$ cat config.mk
export PLATFORM = sky130hd
export DESIGN_NAME = dvi_frame_reader
export DESIGN_NICKNAME = d
export VERILOG_FILES = /design/src/rtl/dvi_frame_reader.sv
export SDC_FILE = /design/constraint.sdc
export NUM_CORES = 1
export LEC_CHECK = 0
export BUFFER_PORTS_ARGS = -buffer_cell sky130_fd_sc_hd__buf_2
export CORE_MARGIN = 5
export CORE_UTILIZATION = 55
export CTS_CLUSTER_DIAMETER = 120
export DETAILED_ROUTE_END_ITERATION = 16
export PLACE_DENSITY = 0.83
export SETUP_SLACK_MARGIN = 0.5
export SLEW_MARGIN = 20
export SYNTH_ARGS = -nofsm -noshare
export SYNTH_HDL_FRONTEND = slang
export SYNTH_SLANG_ARGS = --single-unit
$ cat constraint.sdc
create_clock -name dvi_clk -period 3.6 [get_ports dvi_clk]
set_input_delay 0.54 -clock dvi_clk [delete_from_list [all_inputs] [get_ports dvi_clk]]
set_output_delay 0.54 -clock dvi_clk [all_outputs]
set_load 0.01 [all_outputs]
$ cat src/rtl/dvi_frame_reader.sv
//----------------------------------------------------------------------------
// Module      : dvi_frame_reader
// Description : DVI raster timing generator and frame-buffer read-FIFO consumer.
// Revision    : 1.0 - initial release
//----------------------------------------------------------------------------
`default_nettype none

module dvi_frame_reader #(
    parameter int H_ACTIVE       = 640,
    parameter int H_FP           = 16,
    parameter int H_SYNC         = 96,
    parameter int H_BP           = 48,
    parameter int V_ACTIVE       = 480,
    parameter int V_FP           = 10,
    parameter int V_SYNC         = 2,
    parameter int V_BP           = 33,
    parameter int START_LEVEL    = 256,
    parameter int NEWFRAME_WIDTH = 4
) (
    input  logic        dvi_clk,
    input  logic        reset_n,
    input  logic [31:0] iData,
    input  logic [8:0]  fifo_rdusedw,
    input  logic        fifo_underflow,
    output logic        read_init,
    output logic        read_rstn,
    output logic        rd_new_frame,
    output logic        oHS,
    output logic        oVS,
    output logic        oDE,
    output logic [7:0]  oR,
    output logic [7:0]  oG,
    output logic [7:0]  oB,
    output logic        underflow_sticky,
    output logic [15:0] underflow_cnt
);

    localparam int H_TOTAL = H_ACTIVE + H_FP + H_SYNC + H_BP;
    localparam int V_TOTAL = V_ACTIVE + V_FP + V_SYNC + V_BP;
    localparam int HW      = $clog2(H_TOTAL + 1);
    localparam int VW      = $clog2(V_TOTAL + 1);
    localparam int NFW     = $clog2(NEWFRAME_WIDTH + 1);

    localparam logic [HW-1:0]  c_H_LAST       = HW'(H_TOTAL - 1);
    localparam logic [HW-1:0]  c_H_ACT        = HW'(H_ACTIVE);
    localparam logic [HW-1:0]  c_H_SYNC_START = HW'(H_ACTIVE + H_FP);
    localparam logic [HW-1:0]  c_H_SYNC_END   = HW'(H_ACTIVE + H_FP + H_SYNC);
    localparam logic [VW-1:0]  c_V_LAST       = VW'(V_TOTAL - 1);
    localparam logic [VW-1:0]  c_V_ACT        = VW'(V_ACTIVE);
    localparam logic [VW-1:0]  c_V_SYNC_START = VW'(V_ACTIVE + V_FP);
    localparam logic [VW-1:0]  c_V_SYNC_END   = VW'(V_ACTIVE + V_FP + V_SYNC);
    localparam logic [8:0]     c_START_LEVEL  = 9'(START_LEVEL);
    localparam logic [NFW-1:0] c_NF_LOAD      = NFW'(NEWFRAME_WIDTH - 1);

    typedef enum logic [1:0] {
        WAIT_FILL  = 2'd0,
        WAIT_FRAME = 2'd1,
        RUN        = 2'd2
    } state_t;

    state_t          r_state;
    state_t          w_state_nxt;
    logic [HW-1:0]   r_h_cnt;
    logic [VW-1:0]   r_v_cnt;
    logic            w_act;
    logic            w_de;
    logic            w_hs_n;
    logic            w_vs_n;
    logic            w_frame_end;
    logic            w_nf_start;
    logic [2:0]      r_de_pipe;
    logic [2:0]      r_hs_pipe;
    logic [2:0]      r_vs_pipe;
    logic            r_read_init;
    logic            r_de;
    logic            r_hs;
    logic            r_vs;
    logic [7:0]      r_r;
    logic [7:0]      r_g;
    logic [7:0]      r_b;
    logic            r_nf;
    logic [NFW-1:0]  r_nf_cnt;
    logic            r_uf_sticky;
    logic [15:0]     r_uf_cnt;
    logic            w_unused;

    // The top byte of the buffer word carries no pixel information.
    assign w_unused = &{1'b0, iData[31:24]};

    always_ff @(posedge dvi_clk) begin
        if (!reset_n) begin
            r_h_cnt <= '0;
            r_v_cnt <= '0;
        end else if (r_h_cnt == c_H_LAST) begin
            r_h_cnt <= '0;
            r_v_cnt <= (r_v_cnt == c_V_LAST) ? '0 : r_v_cnt + VW'(1);
        end else begin
            r_h_cnt <= r_h_cnt + HW'(1);
        end
    end

    assign w_act       = (r_h_cnt < c_H_ACT) && (r_v_cnt < c_V_ACT);
    assign w_de        = w_act && (r_state == RUN);
    assign w_hs_n      = !((r_h_cnt >= c_H_SYNC_START) && (r_h_cnt < c_H_SYNC_END));
    assign w_vs_n      = !((r_v_cnt >= c_V_SYNC_START) && (r_v_cnt < c_V_SYNC_END));
    assign w_frame_end = (r_h_cnt == c_H_LAST) && (r_v_cnt == c_V_LAST);
    assign w_nf_start  = (r_h_cnt == '0) && (r_v_cnt == c_V_SYNC_START);

    always_ff @(posedge dvi_clk) begin
        if (!reset_n) begin
            r_state <= WAIT_FILL;
        end else begin
            r_state <= w_state_nxt;
        end
    end

    // Once the fill level has been seen, a later drain does not send us back.
    always_comb begin
        w_state_nxt = r_state;
        case (r_state)
            WAIT_FILL:  if (fifo_rdusedw >= c_START_LEVEL) w_state_nxt = WAIT_FRAME;
            WAIT_FRAME: if (w_frame_end) w_state_nxt = RUN;
            RUN:        w_state_nxt = RUN;
            default:    w_state_nxt = WAIT_FILL;
        endcase
    end

    always_ff @(posedge dvi_clk) begin
        if (!reset_n) begin
            r_read_init <= 1'b0;
        end else begin
            r_read_init <= (w_state_nxt == RUN);
        end
    end

    // Stage 0 of the DE pipe is the fetch strobe; the buffer returns data two stages later.
    always_ff @(posedge dvi_clk) begin
        if (!reset_n) begin
            r_de_pipe <= '0;
            r_hs_pipe <= '1;
            r_vs_pipe <= '1;
            r_de      <= 1'b0;
            r_hs      <= 1'b1;
            r_vs      <= 1'b1;
            r_r       <= '0;
            r_g       <= '0;
            r_b       <= '0;
        end else begin
            r_de_pipe <= {r_de_pipe[1:0], w_de};
            r_hs_pipe <= {r_hs_pipe[1:0], w_hs_n};
            r_vs_pipe <= {r_vs_pipe[1:0], w_vs_n};
            r_de      <= r_de_pipe[2];
            r_hs      <= r_hs_pipe[2];
            r_vs      <= r_vs_pipe[2];
            if (r_de_pipe[2]) begin
                r_r <= iData[23:16];
                r_g <= iData[15:8];
                r_b <= iData[7:0];
            end else begin
                r_r <= '0;
                r_g <= '0;
                r_b <= '0;
            end
        end
    end

    // Frame pulse runs in every state so the buffer realigns before display starts.
    always_ff @(posedge dvi_clk) begin
        if (!reset_n) begin
            r_nf     <= 1'b0;
            r_nf_cnt <= '0;
        end else if (w_nf_start) begin
            r_nf     <= 1'b1;
            r_nf_cnt <= c_NF_LOAD;
        end else if (r_nf_cnt != '0) begin
            r_nf_cnt <= r_nf_cnt - NFW'(1);
        end else begin
            r_nf     <= 1'b0;
        end
    end

    always_ff @(posedge dvi_clk) begin
        if (!reset_n) begin
            r_uf_sticky <= 1'b0;
            r_uf_cnt    <= '0;
        end else if ((r_state == RUN) && fifo_underflow) begin
            r_uf_sticky <= 1'b1;
            if (r_uf_cnt != 16'hFFFF) begin
                r_uf_cnt <= r_uf_cnt + 16'd1;
            end
        end
    end

    assign read_init        = r_read_init;
    assign read_rstn        = r_de_pipe[0];
    assign rd_new_frame     = r_nf;
    assign oHS              = r_hs;
    assign oVS              = r_vs;
    assign oDE              = r_de;
    assign oR               = r_r;
    assign oG               = r_g;
    assign oB               = r_b;
    assign underflow_sticky = r_uf_sticky;
    assign underflow_cnt    = r_uf_cnt;

endmodule

`default_nettype wire

; ---- Word-level counts from Yosys, hierarchy flattened
; Index checks and enable logic that the tools add are counted.
[word_totals]
register_bits = 80
output_inout_bits = 47
[classes]
n_addsub = 4
order_cmp = 7
n_eq_ne = 8
muxes = 8
n_bitwise = 1
n_reduce_logical = 17
[ops]
columns = operator, n
row1 = $add 10x1->10 const B, 2
row2 = $eq 10x10->1 const B, 2
row3 = $lt 10x10->1 const B, 2
row4 = $lt 10x9->1 const B, 2
row5 = $add 16x1->16 const B, 1
row6 = $ne 16x16->1 const B, 1
row7 = $eq 10x9->1 const B, 1
row8 = $ge 10x10->1 const B, 1
row9 = $ge 10x9->1 const B, 1
row10 = $logic_not 10->1, 1
row11 = $mux 10, 1
row12 = $ge 9x9->1 const B, 1
row13 = $mux 2, 4
row14 = $logic_and 1x1->1, 7
row15 = $pmux 2 s3, 1
row16 = $eq 2x2->1 const B, 2
row17 = $reduce_and 2->1, 2
row18 = $reduce_or 2->1, 2
row19 = $reduce_bool 3->1, 1
row20 = $sub 3x1->3 const B, 1
row21 = $eq 2x1->1 const B, 1
row22 = $logic_not 1->1, 2
row23 = $logic_not 2->1, 1
row24 = $mux 1, 2
row25 = 3 further kinds, 3

; ---- Depth between registers and ports, before layout
; Gate-level depths: netlist (run 1).
[logic_depth]
depth_word = 5
ltp_mapped = 7
ltp_nobuf = 6

; ---- Least setup slack after synthesis (run 1)
; OpenSTA, ideal clock, no wires.
[synth_path]
path_type = register to register
start = reg r_uf_cnt[0], in the netlist underflow_cnt[0]
end = reg r_uf_cnt[14], in the netlist underflow_cnt[14]
arrival_time_ns = 1.741
required_time_ns = 3.529
slack_ns = 1.789
stages_incl_launch_ff = 6
n_path_buf = 0
period_less_slack_ns = 1.811
path_cell_list = dfxtp_1 > ha_1 > nand3_1 > or4_1 > or4_1 > a21oi_1
[synth_via]
elab_chain_len = 2
elab_cells_between_ends = 3
[synth_rtl]
columns = element, line
row1 = start: declaration, 84  ; logic [15:0] r_uf_cnt;
row2 = start signal: assignment, 189  ; r_uf_cnt <= r_uf_cnt + 16'd1;
row3 = "parallel branches: the longest is 2 deep, another holds $add 16x1->16", -
; Several ways; the timed one is not identified.
; A chain may end at the register's enable or synchronous reset.

; ---- Worst setup path in the final report (run 1)
[layout_path]
start = reg r_h_cnt[0]
end = reg r_v_cnt[2]
[layout_via]
elab_chain_len = 1
[layout_rtl]
columns = element, line
row1 = start: declaration, 63  ; logic [HW-1:0] r_h_cnt;
row2 = start signal: assignment, 98  ; r_h_cnt <= r_h_cnt + HW'(1);
row3 = $eq 10x10->1, 94  ; end else if (r_h_cnt == c_H_LAST) begin
row4 = end signal: assignment, 96  ; r_v_cnt <= (r_v_cnt == c_V_LAST) ? '0 : r_v_cnt + VW'(1);
row5 = end: declaration, 64  ; logic [VW-1:0] r_v_cnt;
; Every way passes these cells.

==> results by group, run 1 <==
Yosys
  – Post-Synth XOR/XNOR Area: ~3.3%
  – Synthesized area: between 0.003 and 0.004 mm²
  – Cells after Synth: 338
  – Avg Inst Size Synth: between 9 and 10 µm²
  – Post-Synth Adder-Cell Area: under 10%
  – Simple-gate share of the synthesized area: a little under a third
  – Flops & latches, synth: 80
  – Most used DFF post-synth: dfxtp_1
  – Number of synthesized flops with an enable pin: 0
  – Sequential share of the synthesized area: between 40 and 50%
  – Ys async rst share: 0%
  – Yosys cell types: between 40 and 50
  – Compound-Gate Fraction of Synth Area: under 10%
  – Synth Warn #: 0
  – Largest family of logic cells by synthesized area: simple AND/OR/NAND/NOR gates
  – Mapped Nets: 389
  – Mux share of post-synthesis cell area: 0.937%

Final layout
  – Multi-input gate area: around 0.0015 mm²
  – Final Util: about 68%
  – Number of inserted diodes: 0
  – Post-Layout Cell Count: 484
  – Total Nets Final: ~460
  – Layout fillers: 433
  – Most common cell after layout, fill and taps aside: dfxtp_1
  – Most frequent cells in the layout: dfxtp_1, buf_2, and3_1
  – Proportion of layout cells with a drive suffix above 1: 25.0%
  – Area delta synth->final: 18.5%
  – Sequential cell area: roughly 0.0016 mm²

CTS
  – CTS Root Cell: clkbuf_8
  – Post-CTS Resized: 0
  – H-tree lvl count: 3
  – Worst skew pair latency: approximately 0.34 ns
  – CTS sink cnt: 80
  – Hold_buf cts: 0
  – CTS Buffer Depth: 2
  – Num CTS Buffers: 9
  – CTS tree: done
  – Post-CTS Setup Inserts: 0
  – Clk slew on worst S/H paths: around 0.08 ns

Worst hold path
  – WHS Path Cells: 1
  – Worst Hold Class: reg -> reg

STA
  – Actual slew at the worst max-slew pin: between 0.7 and 0.8 ns
  – Relative slew slack: around half
  – Fin. Hold Viols: 0
  – Setup TNS: 0 ns
  – Slew Limit Fails: 0
  – Post-layout worst setup margin: about 1.4 ns
  – RSZ-0062 raised after global routing: no
  – Post-Route Skew: roughly 0.0067 ns
  – Fin crit share: 60.9%
  – Crit path time final: 2.19 ns
  – Fmax: around 0.46 GHz
  – Final setup viols: 0

Critical path
  – R2R depth: 5
  – R2R Setup Slk: roughly 1.4 ns
  – CP required: roughly 3.8 ns
  – Startpoint class of the critical path: register
  – CP Capture Type: register
  – Critical Path AT: 2.40 ns
  – Worst Setup Path Type: reg -> reg
  – Crit path max fanout: 12

Floorplanning
  – Initial core utilization: between 50% and 60%
  – IO Count: 91
  – Die span in y: approximately 86 µm
  – Die width: approximately 86 µm
  – CORE AREA: ~0.0056 mm²
  – Rows: 27
  – DIE AREA: ~0.0075 mm²

Global route
  – First-pass GRT wire length: ~11000 µm
  – Total GRT Usage: 19.0%
  – Overflow after GRT: 0
  – Largest net degree at the start of global routing: between 40 and 50
  – Initial antenna violation count: 0
  – Number of global-route vias before repair: 2560

Detailed routing
  – WL final: about 6900 µm
  – DRC: 0
  – Pre-Repair DR Iteration Count: 4
  – Detailed Route Iter0 Violations: ~130
  – Via count: between 2000 and 3000
  – Drt via density: around 5.6
  – Antenna-violating nets left: 0
  – Wire length per cell: between 10 and 15 µm

Power and ir drop
  – Max IR drop VDD: around 230 µV
  – LEAKAGE: 0.00164 µW
  – Pwr/cell area: between 400 and 500 mW/mm²

Status
  – Outcome: completed

Run
  – Max-cap violations: 0

Place
  – Placed cell count: between 400 and 500
  – Post-DP HPWL: roughly 4800 µm
  – Buffers on Ports: 74
  – Pre-CTS setup slack: approximately 1.4 ns
  – Placer Congestion: 0.855
## synth_stat cells (8+ instances only)
library cell / instances / area share, %
nor2_1: 22 / 2.6
nand3_1: 13 / 2.0
o21ai_0: 11 / 1.7
inv_1: 11 / 1.3
or4_1: 8 / 1.9
nand2_1: 15 / 1.8
o31ai_1: 8 / 1.9
nand4_1: 14 / 2.7
and3_1: 28 / 5.5
xnor2_1: 8 / 2.2
clkbuf_1: 14 / 1.6
nand2b_1: 8 / 1.6
a21oi_1: 21 / 3.3
dfxtp_1: 80 / 50
## worst max-delay path: stages (launching register included)
cell,delay (ns)
dfxtp_1,0.41
ha_1,0.25
and4_1,0.29
nand3_1,0.35
o21ai_1,0.62
nor2_1,0.13
## metrics by stage
stage	power, µW	cell area (µm²)	hold WS (ns)
floorplan	1020	3200	0.386
finish	1650	3800	0.404
global route	1730	3800	0.404
detailed placement	1060	3610	0.392
CTS	1670	3800	0.407
global placement	1050	3610	0.390
## routing by layer
metal	wire length, µm	vias to the layer above	global-route usage [%]	share of wire (%)
met4	98	0	6.80	1.4
met3	515	12	5.99	7.5
met5	0	-	0	0
met1	2930	1267	21.9	43
met2	3330	83	33.1	48
li1	-	1365	-	-
## cell families (layout without fill, tap and decap cells)
family | count (synthesis) | in the layout
AND/OR/NAND/NOR | 157 | 157
flip-flops | 80 | 80
AO/OA/AOI/OAI | 50 | 50
buffers and inverters | 29 | 103
XOR/XNOR | 12 | 12
adder cells (fa/ha/maj) | 7 | 7
multiplexers | 3 | 3
## report_power, final
| part | leakage, µW | total, µW | switching (µW) | internal (µW) |
|---|---|---|---|---|
| Sequential | 0.000646 | 914 | 11.3 | 902 |
| Clock | 0.0000952 | 617 | 338 | 279 |
| Combinational | 0.000896 | 121 | 62.9 | 57.7 |
## registers in the layout (all words and copies together), names as in the netlist
signal	cells
r_nf_cnt	3
r_de_pipe	3
oG	8
underflow_sticky	1
oHS	1
r_vs_pipe	3
r_hs_pipe	3
rd_new_frame	1
oR	8
r_v_cnt	10
read_init	1
r_state	2
r_h_cnt	10
oVS	1
oB	8
oDE	1
underflow_cnt	16
## layout make-up
| class | instances | area share, % |
|---|---|---|
| timing repair buffer | 76 | 10.1 |
| sequential | 80 | 42.2 |
| clock inverter | 6 | 1.32 |
| multi-input combinational | 229 | 39.3 |
| inverter | 11 | 1.09 |
| tap | 72 | 2.37 |
| clock buffer | 10 | 3.62 |
## worst paths after layout
kind                  end         start
max            r_v_cnt[2]    r_h_cnt[0]
min          r_vs_pipe[1]  r_vs_pipe[0]
max reg2reg    r_v_cnt[2]    r_h_cnt[0]
min reg2reg  r_vs_pipe[1]  r_vs_pipe[0]
No activity file was read; power rests on OpenSTA's default activity.
==> run 2, diff against run 1 <==
- ABC_AREA: not set -> 1
- CORE_UTILIZATION: 55 -> 47
- PLACE_DENSITY: 0.83 -> 0.74
- clock period: 3.6 -> 1.8 ns (I/O delays scaled with it)
==> run 2 against run 1 <==
Die area is 23% higher. Global-route usage is 2.2 points lower. Critical path depth is 4 higher. Combinational power is 3% higher. Clock power grew to 2.6 times the previous value. Synthesized cell count is 36% higher. Flip-flop and latch count stayed put. Worst hold slack worse by 0.29 ns. Count of clock-buffer cells in the layout stayed put. Setup slack worse by 1.0 ns. Core utilization is 2.8 points lower.
==> results by group, run 2 <==
Final layout
  – Area delta synth->final: 36.1%
  – Max reg flops: 16 (unchanged)
  – Most frequent cells in the layout: nand2_1, buf_2, inv_1
  – Design area: 0.00471 mm² (+24%)
  – Total Nets Final: 609 (+33%)
  – Proportion of layout cells with a drive suffix above 1: 41.9% (+17 points)
  – Number of inserted diodes: 0 (unchanged)
  – Most common cell after layout, fill and taps aside: nand2_1
  – Layout fillers: 625 (+44%)

Critical path
  – CP required: 2.10 ns (-1.71 ns)
  – Crit path max fanout: 4 (-8)
  – Worst Setup Path Type: reg -> reg
  – R2R Setup Slk: 0.39 ns (-1.02 ns)
  – R2R depth: 9 (+4)
  – CP Capture Type: register
  – Reg2Reg Capture Point: read_init
  – Critical Path AT: 1.71 ns (-0.69 ns)
  – Startpoint class of the critical path: register
  – R2R Path Start: r_h_cnt[1]

STA
  – Final setup viols: 0 (unchanged)
  – Slew Limit Fails: 0 (unchanged)
  – Fmax: 0.709 GHz (+55%)
  – Relative slew slack: 74.2% (+25 points)
  – RSZ-0062 raised after global routing: yes
  – Fin crit share: 78.4% (+17 points)
  – Fin. Hold Viols: 0 (unchanged)
  – Setup TNS: 0 ns (unchanged)
  – Crit path time final: 1.41 ns (-0.783 ns)
  – Tightest hold margin: 0.118 ns (-0.286 ns)
  – Actual slew at the worst max-slew pin: 0.386 ns (-0.375 ns)
  – Post-Route Skew: 0.00879 ns (+0.00210 ns)

Yosys
  – Yosys cell types: 34 (-28%)
  – Count leader, synth: nand2_1
  – Flops & latches, synth: 80 (unchanged)
  – Mapped Nets: 510 (+31%)
  – Cell taking the most area after synthesis: dfxtp_1
  – Most instantiated cells after synthesis: nand2_1, dfxtp_1, nor2_1
  – Number of synthesized flops with an enable pin: 0 (unchanged)
  – Cells after Synth: 459 (+36%)
  – Synth Warn #: 0 (unchanged)
  – Synthesized area: 0.00346 mm² (+8.0%)
  – Ys async rst share: 0% (unchanged)
  – Most used DFF post-synth: dfxtp_1
  – Sequential share of the synthesized area: 46.3% (-3.7 points)
  – Avg Inst Size Synth: 7.54 µm² (-20%)
  – Top post-synthesis cells by area: dfxtp_1, nand2_1, nor2_1
  – Post-synth top area share: 46.3% (-3.7 points)

Power and ir drop
  – LEAKAGE: 0.00220 µW (+34%)
  – Pwr/cell area: 740 mW/mm² (+70%)
  – Max IR drop VDD: 427 µV (+83%)

Detailed routing
  – Via count: 3167 (+16%)
  – Antenna-violating nets left: 0 (unchanged)
  – WL final: 8000 µm (+16%)
  – Wire length per cell: 12.1 µm (-15%)
  – Detailed Route Iter0 Violations: 85 (-34%)
  – DRC: 0 (unchanged)
  – Drt via density: 4.78 (-15%)
  – Pre-Repair DR Iteration Count: 4 (unchanged)

Global route
  – Overflow after GRT: 0 (unchanged)
  – Number of global-route vias before repair: 2860 (+12%)
  – Largest net degree at the start of global routing: 26 (-46%)
  – Initial antenna violation count: 0 (unchanged)
  – First-pass GRT wire length: 12300 µm (+7.8%)
  – Total GRT Usage: 16.8% (-2.2 points)

Floorplanning
  – Initial core utilization: 48.0% (-9.5 points)
  – DIE AREA: 0.00918 mm² (+23%)
  – IO Count: 91 (unchanged)
  – Rows: 31 (+15%)
  – CORE AREA: 0.00721 mm² (+29%)
  – Die span in y: 95.8 µm (+11%)
  – Die width: 95.8 µm (+11%)

Run
  – Max-cap violations: 0 (unchanged)

Place
  – Placed Instance Area: 0.00398 mm² (+10%)
  – Buffers on Ports: 74 (unchanged)
  – Post-DP HPWL: 5340 µm (+11%)
  – Placer Congestion: 0.874 (+2.2%)

Worst hold path
  – WHS Path Cells: 3 (+2)
  – Worst Hold Class: in -> reg
  – Hold_sp: iData[10]
  – Hold EP: oG[2]

CTS
  – CTS Buffer Depth: 2 (unchanged)
  – Worst skew pair latency: 0.35 ns (about the same)
  – Clk slew on worst S/H paths: 0.09 ns (about the same)
  – H-tree lvl count: 3 (unchanged)
  – CTS Root Cell: clkbuf_8
  – CTS tree: done
  – Num CTS Buffers: 9 (unchanged)
  – CTS sink cnt: 80 (unchanged)

Status
  – Outcome: completed
[run 2: cell types whose count changed in the layout (fill, tap and decap cells not counted), sizes merged, moves of 7 or more]
| cell | before | now |
|---|---|---|
| nand2 | 15 | 106 |
| nor2 | 22 | 84 |
| inv | 14 | 74 |
| and3 | 29 | 0 |
| buf | 76 | 95 |
| nand3 | 14 | 32 |
| or4 | 10 | 0 |
| nand2b | 8 | 0 |
| o31ai | 8 | 1 |
| or3 | 7 | 0 |
[run 2: worst max-delay path, cell delays in order, from the launching register on]
cell,delay (ns)
dfxtp_2,0.36
ha_4,0.15
nand2_4,0.06
nor2_4,0.12
nand3_2,0.10
nor2_4,0.17
nand2_1,0.12
nor2_4,0.13
nand3_2,0.08
nand2_1,0.06
[run 2: cell families after synthesis]
family	after synthesis	synth area share, %
xor gates and xnor gates	10	2.53
AOI/OAI and AO/OA	32	6.29
buffers and inverters	81	9.47
adders and majority gates	7	2.53
and+or+nand+nor	249	32.9
DFF	80	46.3
[run 2: stage by stage]
stage / utilization [%] / total power (µW) / worst slack (ns) / cells
2_1_floorplan: - / 1880 / 0.425 / 459
3_3_place_gp: 55.1 / 1910 / 0.220 / 627
3_5_place_dp: 55.1 / 1920 / 0.191 / 627
4_1_cts: 62.1 / 3510 / 0.405 / 657
5_1_grt: 65.3 / 3610 / 0.297 / 662
6_report: 65.3 / 3490 / 0.389 / 662
[run 2: routing by layer]
| layer | part of all wire (%) | wire, µm | GRT usage [%] | vias to the layer above |
|---|---|---|---|---|
| met1 | 41 | 3260 | 20.2 | 1470 |
| met2 | 53 | 4250 | 30.2 | 64 |
| li1 | - | - | - | 1623 |
| met3 | 4.7 | 375 | 2.58 | 10 |
| met4 | 1.4 | 110 | 6.40 | 0 |
| met5 | 0 | 0 | 0 | - |
[run 2: worst max-delay path by stage]
stage,startpoint,end,slack (ns),depth (start not counted)
global placement,underflow_cnt[0],underflow_cnt[15],0.22,9
CTS,underflow_cnt[1],underflow_cnt[13],0.40,9
detailed placement,underflow_cnt[0],underflow_cnt[13],0.19,9
floorplan,underflow_cnt[0],underflow_cnt[2],0.43,9
finish,r_h_cnt[1],read_init,0.39,9
global route,r_h_cnt[1],read_init,0.30,9
[run 2: layout make-up]
cell class              count  area [µm²]  area share (%)
flip-flops and latches     80        1650            35.0
clock buffers              10         149            3.16
clock inverters             6        96.3            2.05
inverters                  72         275            5.84
multi-input cells         299        1820            38.6
repair buffers             96         601            12.7
well taps                  99         124            2.63
[run 2: what timing repair did]
action,CTS,global route
endpoints found under the setup margin,40,44
resized for setup,47,50
setup buffers,13,4
cloned,1,1
pin swaps,22,25
hold buffers,0,0
[run 2: power by group]
| part | switching [µW] | internal [µW] |
|---|---|---|
| clock | 705 | 882 |
| combinational | 66.2 | 59.3 |
| sequential | 8.16 | 1770 |
| total | 779 | 2710 |
==> run 3, diff against run 2 <==
- CORE_UTILIZATION: 47 -> 52
- PLACE_DENSITY: 0.74 -> 0.78
- clock period: 1.8 -> 1.3 ns (I/O delays scaled with it)
==> run 3 against run 2 <==
The flow now finishes with violations (setup timing). Sequential share of layout area shrank 4.6 points. Clock skew up 0.0055 ns. Register-to-register slack worse by 0.58 ns. Core utilization rose by 21 points. Wire length up 44%. Sequential power up 38%. Total power is 39% higher. Setup slack got worse by 0.58 ns. Count of clock-buffer cells in the layout down 1. Die area decreased by 8.6%. Combinational power grew 77%. Global-route usage is 4.8 points higher. Critical path type unchanged. Largest power group unchanged.
==> results by group, run 3 (synthesized netlist as in run 2, its figures left out) <==
Critical path
  – CP max-delay cell: dfxtp_2
  – R2R Path Start: underflow_cnt[13]
  – Startpoint class of the critical path: register
  – Critical path's largest stage delay: 0.36 ns (about the same)
  – CP required: 1.60 ns (-0.50 ns)
  – Worst Setup Path Type: reg -> reg
  – CP Capture Type: register
  – Crit path max fanout: 12 (+8)
  – Worst path bufs/invs: 1 (+1)
  – R2R depth: 9 (unchanged)
  – Reg2Reg Capture Point: underflow_cnt[15]
  – R2R Setup Slk: -0.19 ns (-0.58 ns)
  – Critical path's top delay family: simple AND/OR/NAND/NOR gates
  – Critical Path AT: 1.79 ns (+0.08 ns)
  – Critical path, cell by cell: nand2_1 -> nor2_2 -> nand2_4 -> nor2_4 -> nor2_4 -> buf_12 -> nand3_1 -> nand2_1 -> nor2_1

STA
  – Actual slew at the worst max-slew pin: 0.306 ns (-0.0802 ns)
  – Post-layout worst setup margin: -0.193 ns (-0.582 ns)
  – Setup TNS: -2.42 ns (-2.42 ns)
  – Post-Route Skew: 0.0143 ns (+0.00554 ns)
  – Slew Limit Fails: 0 (unchanged)
  – Fmax: 0.670 GHz (-5.5%)
  – Fin crit share: 115% (+36 points)
  – Fin. Hold Viols: 0 (unchanged)
  – Relative slew slack: 79.6% (+5.4 points)
  – RSZ-0062 raised after global routing: yes
  – Crit path time final: 1.49 ns (+0.0820 ns)
  – Final setup viols: 41 (+41)

Power and ir drop
  – Pwr/cell area: 872 mW/mm² (+18%)
  – LEAKAGE: 0.00257 µW (+17%)
  – Max IR drop VDD: 665 µV (+56%)

Worst hold path
  – Worst Hold Class: in -> reg
  – WHS Path Cells: 3 (unchanged)
  – Hold_sp: iData[21]
  – Hold EP: oR[5]

Floorplanning
  – Initial core utilization: 53.9% (+5.9 points)
  – IO Count: 91 (unchanged)
  – CORE AREA: 0.00642 mm² (-11%)
  – Die span in y: 91.6 µm (-4.4%)
  – Die width: 91.6 µm (-4.4%)
  – Rows: 29 (-6.5%)
  – DIE AREA: 0.00839 mm² (-8.6%)

Place
  – Buffers on Ports: 74 (unchanged)
  – Post-DP HPWL: 5770 µm (+8.1%)
  – Placer Congestion: 0.846 (-3.2%)
  – Placed Instance Area: 0.00441 mm² (+11%)
  – Pre-CTS setup slack: -0.270 ns (-0.461 ns)

Final layout
  – Max reg flops: 16 (unchanged)
  – Design area: 0.00554 mm² (+18%)
  – Layout fillers: 281 (-55%)
  – Number of inserted diodes: 0 (unchanged)
  – Most frequent cells in the layout: nand2_1, inv_1, nor2_1, buf_6, buf_2
  – Most common cell after layout, fill and taps aside: nand2_1
  – Total Nets Final: 657 (+7.9%)
  – Proportion of layout cells with a drive suffix above 1: 56.1% (+14 points)
  – Area delta synth->final: 60.2%

Global route
  – Number of global-route vias before repair: 3216 (+12%)
  – Met3 Usage GRT: 3.88% (+1.3 points)
  – Overflow after GRT: 0 (unchanged)
  – First-pass GRT wire length: 14700 µm (+19%)
  – Largest net degree at the start of global routing: 26 (unchanged)
  – Gr busiest metal: met2
  – Met2 Use GR: 39.0% (+8.8 points)
  – Met1 usage: 24.4% (+4.2 points)
  – Initial antenna violation count: 0 (unchanged)
  – Total GRT Usage: 21.7% (+4.8 points)

Status
  – Outcome: complete, but fails checks
  – Failing checks: setup timing

CTS
  – H-tree lvl count: 3 (unchanged)
  – CTS tree: done
  – Num CTS Buffers: 9 (unchanged)
  – Hold_buf cts: 0 (unchanged)
  – CTS Root Cell: clkbuf_8
  – Worst skew pair latency: 0.37 ns (+0.02 ns)
  – Clk slew on worst S/H paths: 0.09 ns (about the same)
  – CTS Buffer Depth: 2 (unchanged)
  – CTS sink cnt: 80 (unchanged)

Detailed routing
  – Via count: 3675 (+16%)
  – Pre-Repair DR Iteration Count: 5 (+1)
  – Antenna-violating nets left: 0 (unchanged)
  – Drt via density: 5.34 (+12%)
  – Wire length per cell: 16.8 µm (+39%)
  – DRC: 0 (unchanged)
  – WL final: 11500 µm (+44%)
  – Detailed Route Iter0 Violations: 216 (+150%)

Run
  – Max-cap violations: 0 (unchanged)
[run 3: cell count changes in the layout (fill, tap and decap cells not counted), moves of 9 or more]
cell     change
dfxtp_1     -22
buf_6       +51
buf_4       +26
dfxtp_2     +19
buf_2       -30
nand2_1     -11
nand3_1      -9
[run 3: per-layer routing]
metal | wire length (µm) | part of all wire, % | vias up
met3 | 727 | 6.3 | 59
met4 | 628 | 5.4 | 0
met2 | 6040 | 52 | 181
met5 | 0 | 0 | -
li1 | - | - | 1722
met1 | 4140 | 36 | 1713
[run 3: how the worst max path moves through the flow]
stage,from,end,cells past startpoint
finish,underflow_cnt[13],underflow_cnt[15],9
global route,underflow_cnt[10],underflow_cnt[15],8
CTS,r_h_cnt[0],r_v_cnt[9],10
detailed placement,underflow_cnt[1],underflow_cnt[15],9
global placement,underflow_cnt[1],underflow_cnt[15],9
floorplan,underflow_cnt[0],underflow_cnt[2],9
[run 3: what timing repair did]
| action | 4_1_cts | 5_1_grt |
|---|---|---|
| gates cloned | 1 | 1 |
| pin swaps | 22 | 28 |
| buffers inserted | 7 | 14 |
| gates resized for setup | 99 | 95 |
| endpoints found under the setup margin | 119 | 94 |
[run 3: per-stage QoR]
step | utilization [%] | std cells | power (µW) | hold slack (ns)
floorplan | - | 459 | 2600 | 0.307
global placement | 68.7 | 649 | 2680 | 0.392
detailed placement | 68.7 | 649 | 2680 | 0.403
CTS | 79.2 | 673 | 4780 | 0.0262
global route | 86.3 | 688 | 4980 | 0.0154
finish | 86.3 | 688 | 4830 | 0.0273
[run 3: cell type report]
class / count / area, µm² / area share (%)
Tap cell: 77 / 96.3 / 1.74
Sequential cell: 80 / 1680 / 30.3
Clock buffer: 9 / 124 / 2.23
Multi-Input combinational cell: 299 / 2000 / 36.1
Clock inverter: 7 / 106 / 1.92
Timing Repair Buffer: 144 / 1240 / 22.5
Inverter: 72 / 288 / 5.19
[run 3: where the power goes]
| group | switching [µW] | total, µW | internal [µW] |
|---|---|---|---|
| combinational | 115 | 221 | 106 |
| sequential | 11.9 | 2450 | 2440 |
| clock | 1040 | 2160 | 1120 |
[run 3: tightest hold or removal path: cells and delay by family]
kind / cells / cell delay (ns)
AND/OR/NAND/NOR: 1 / 0.03
buffers and inverters: 2 / 0.13
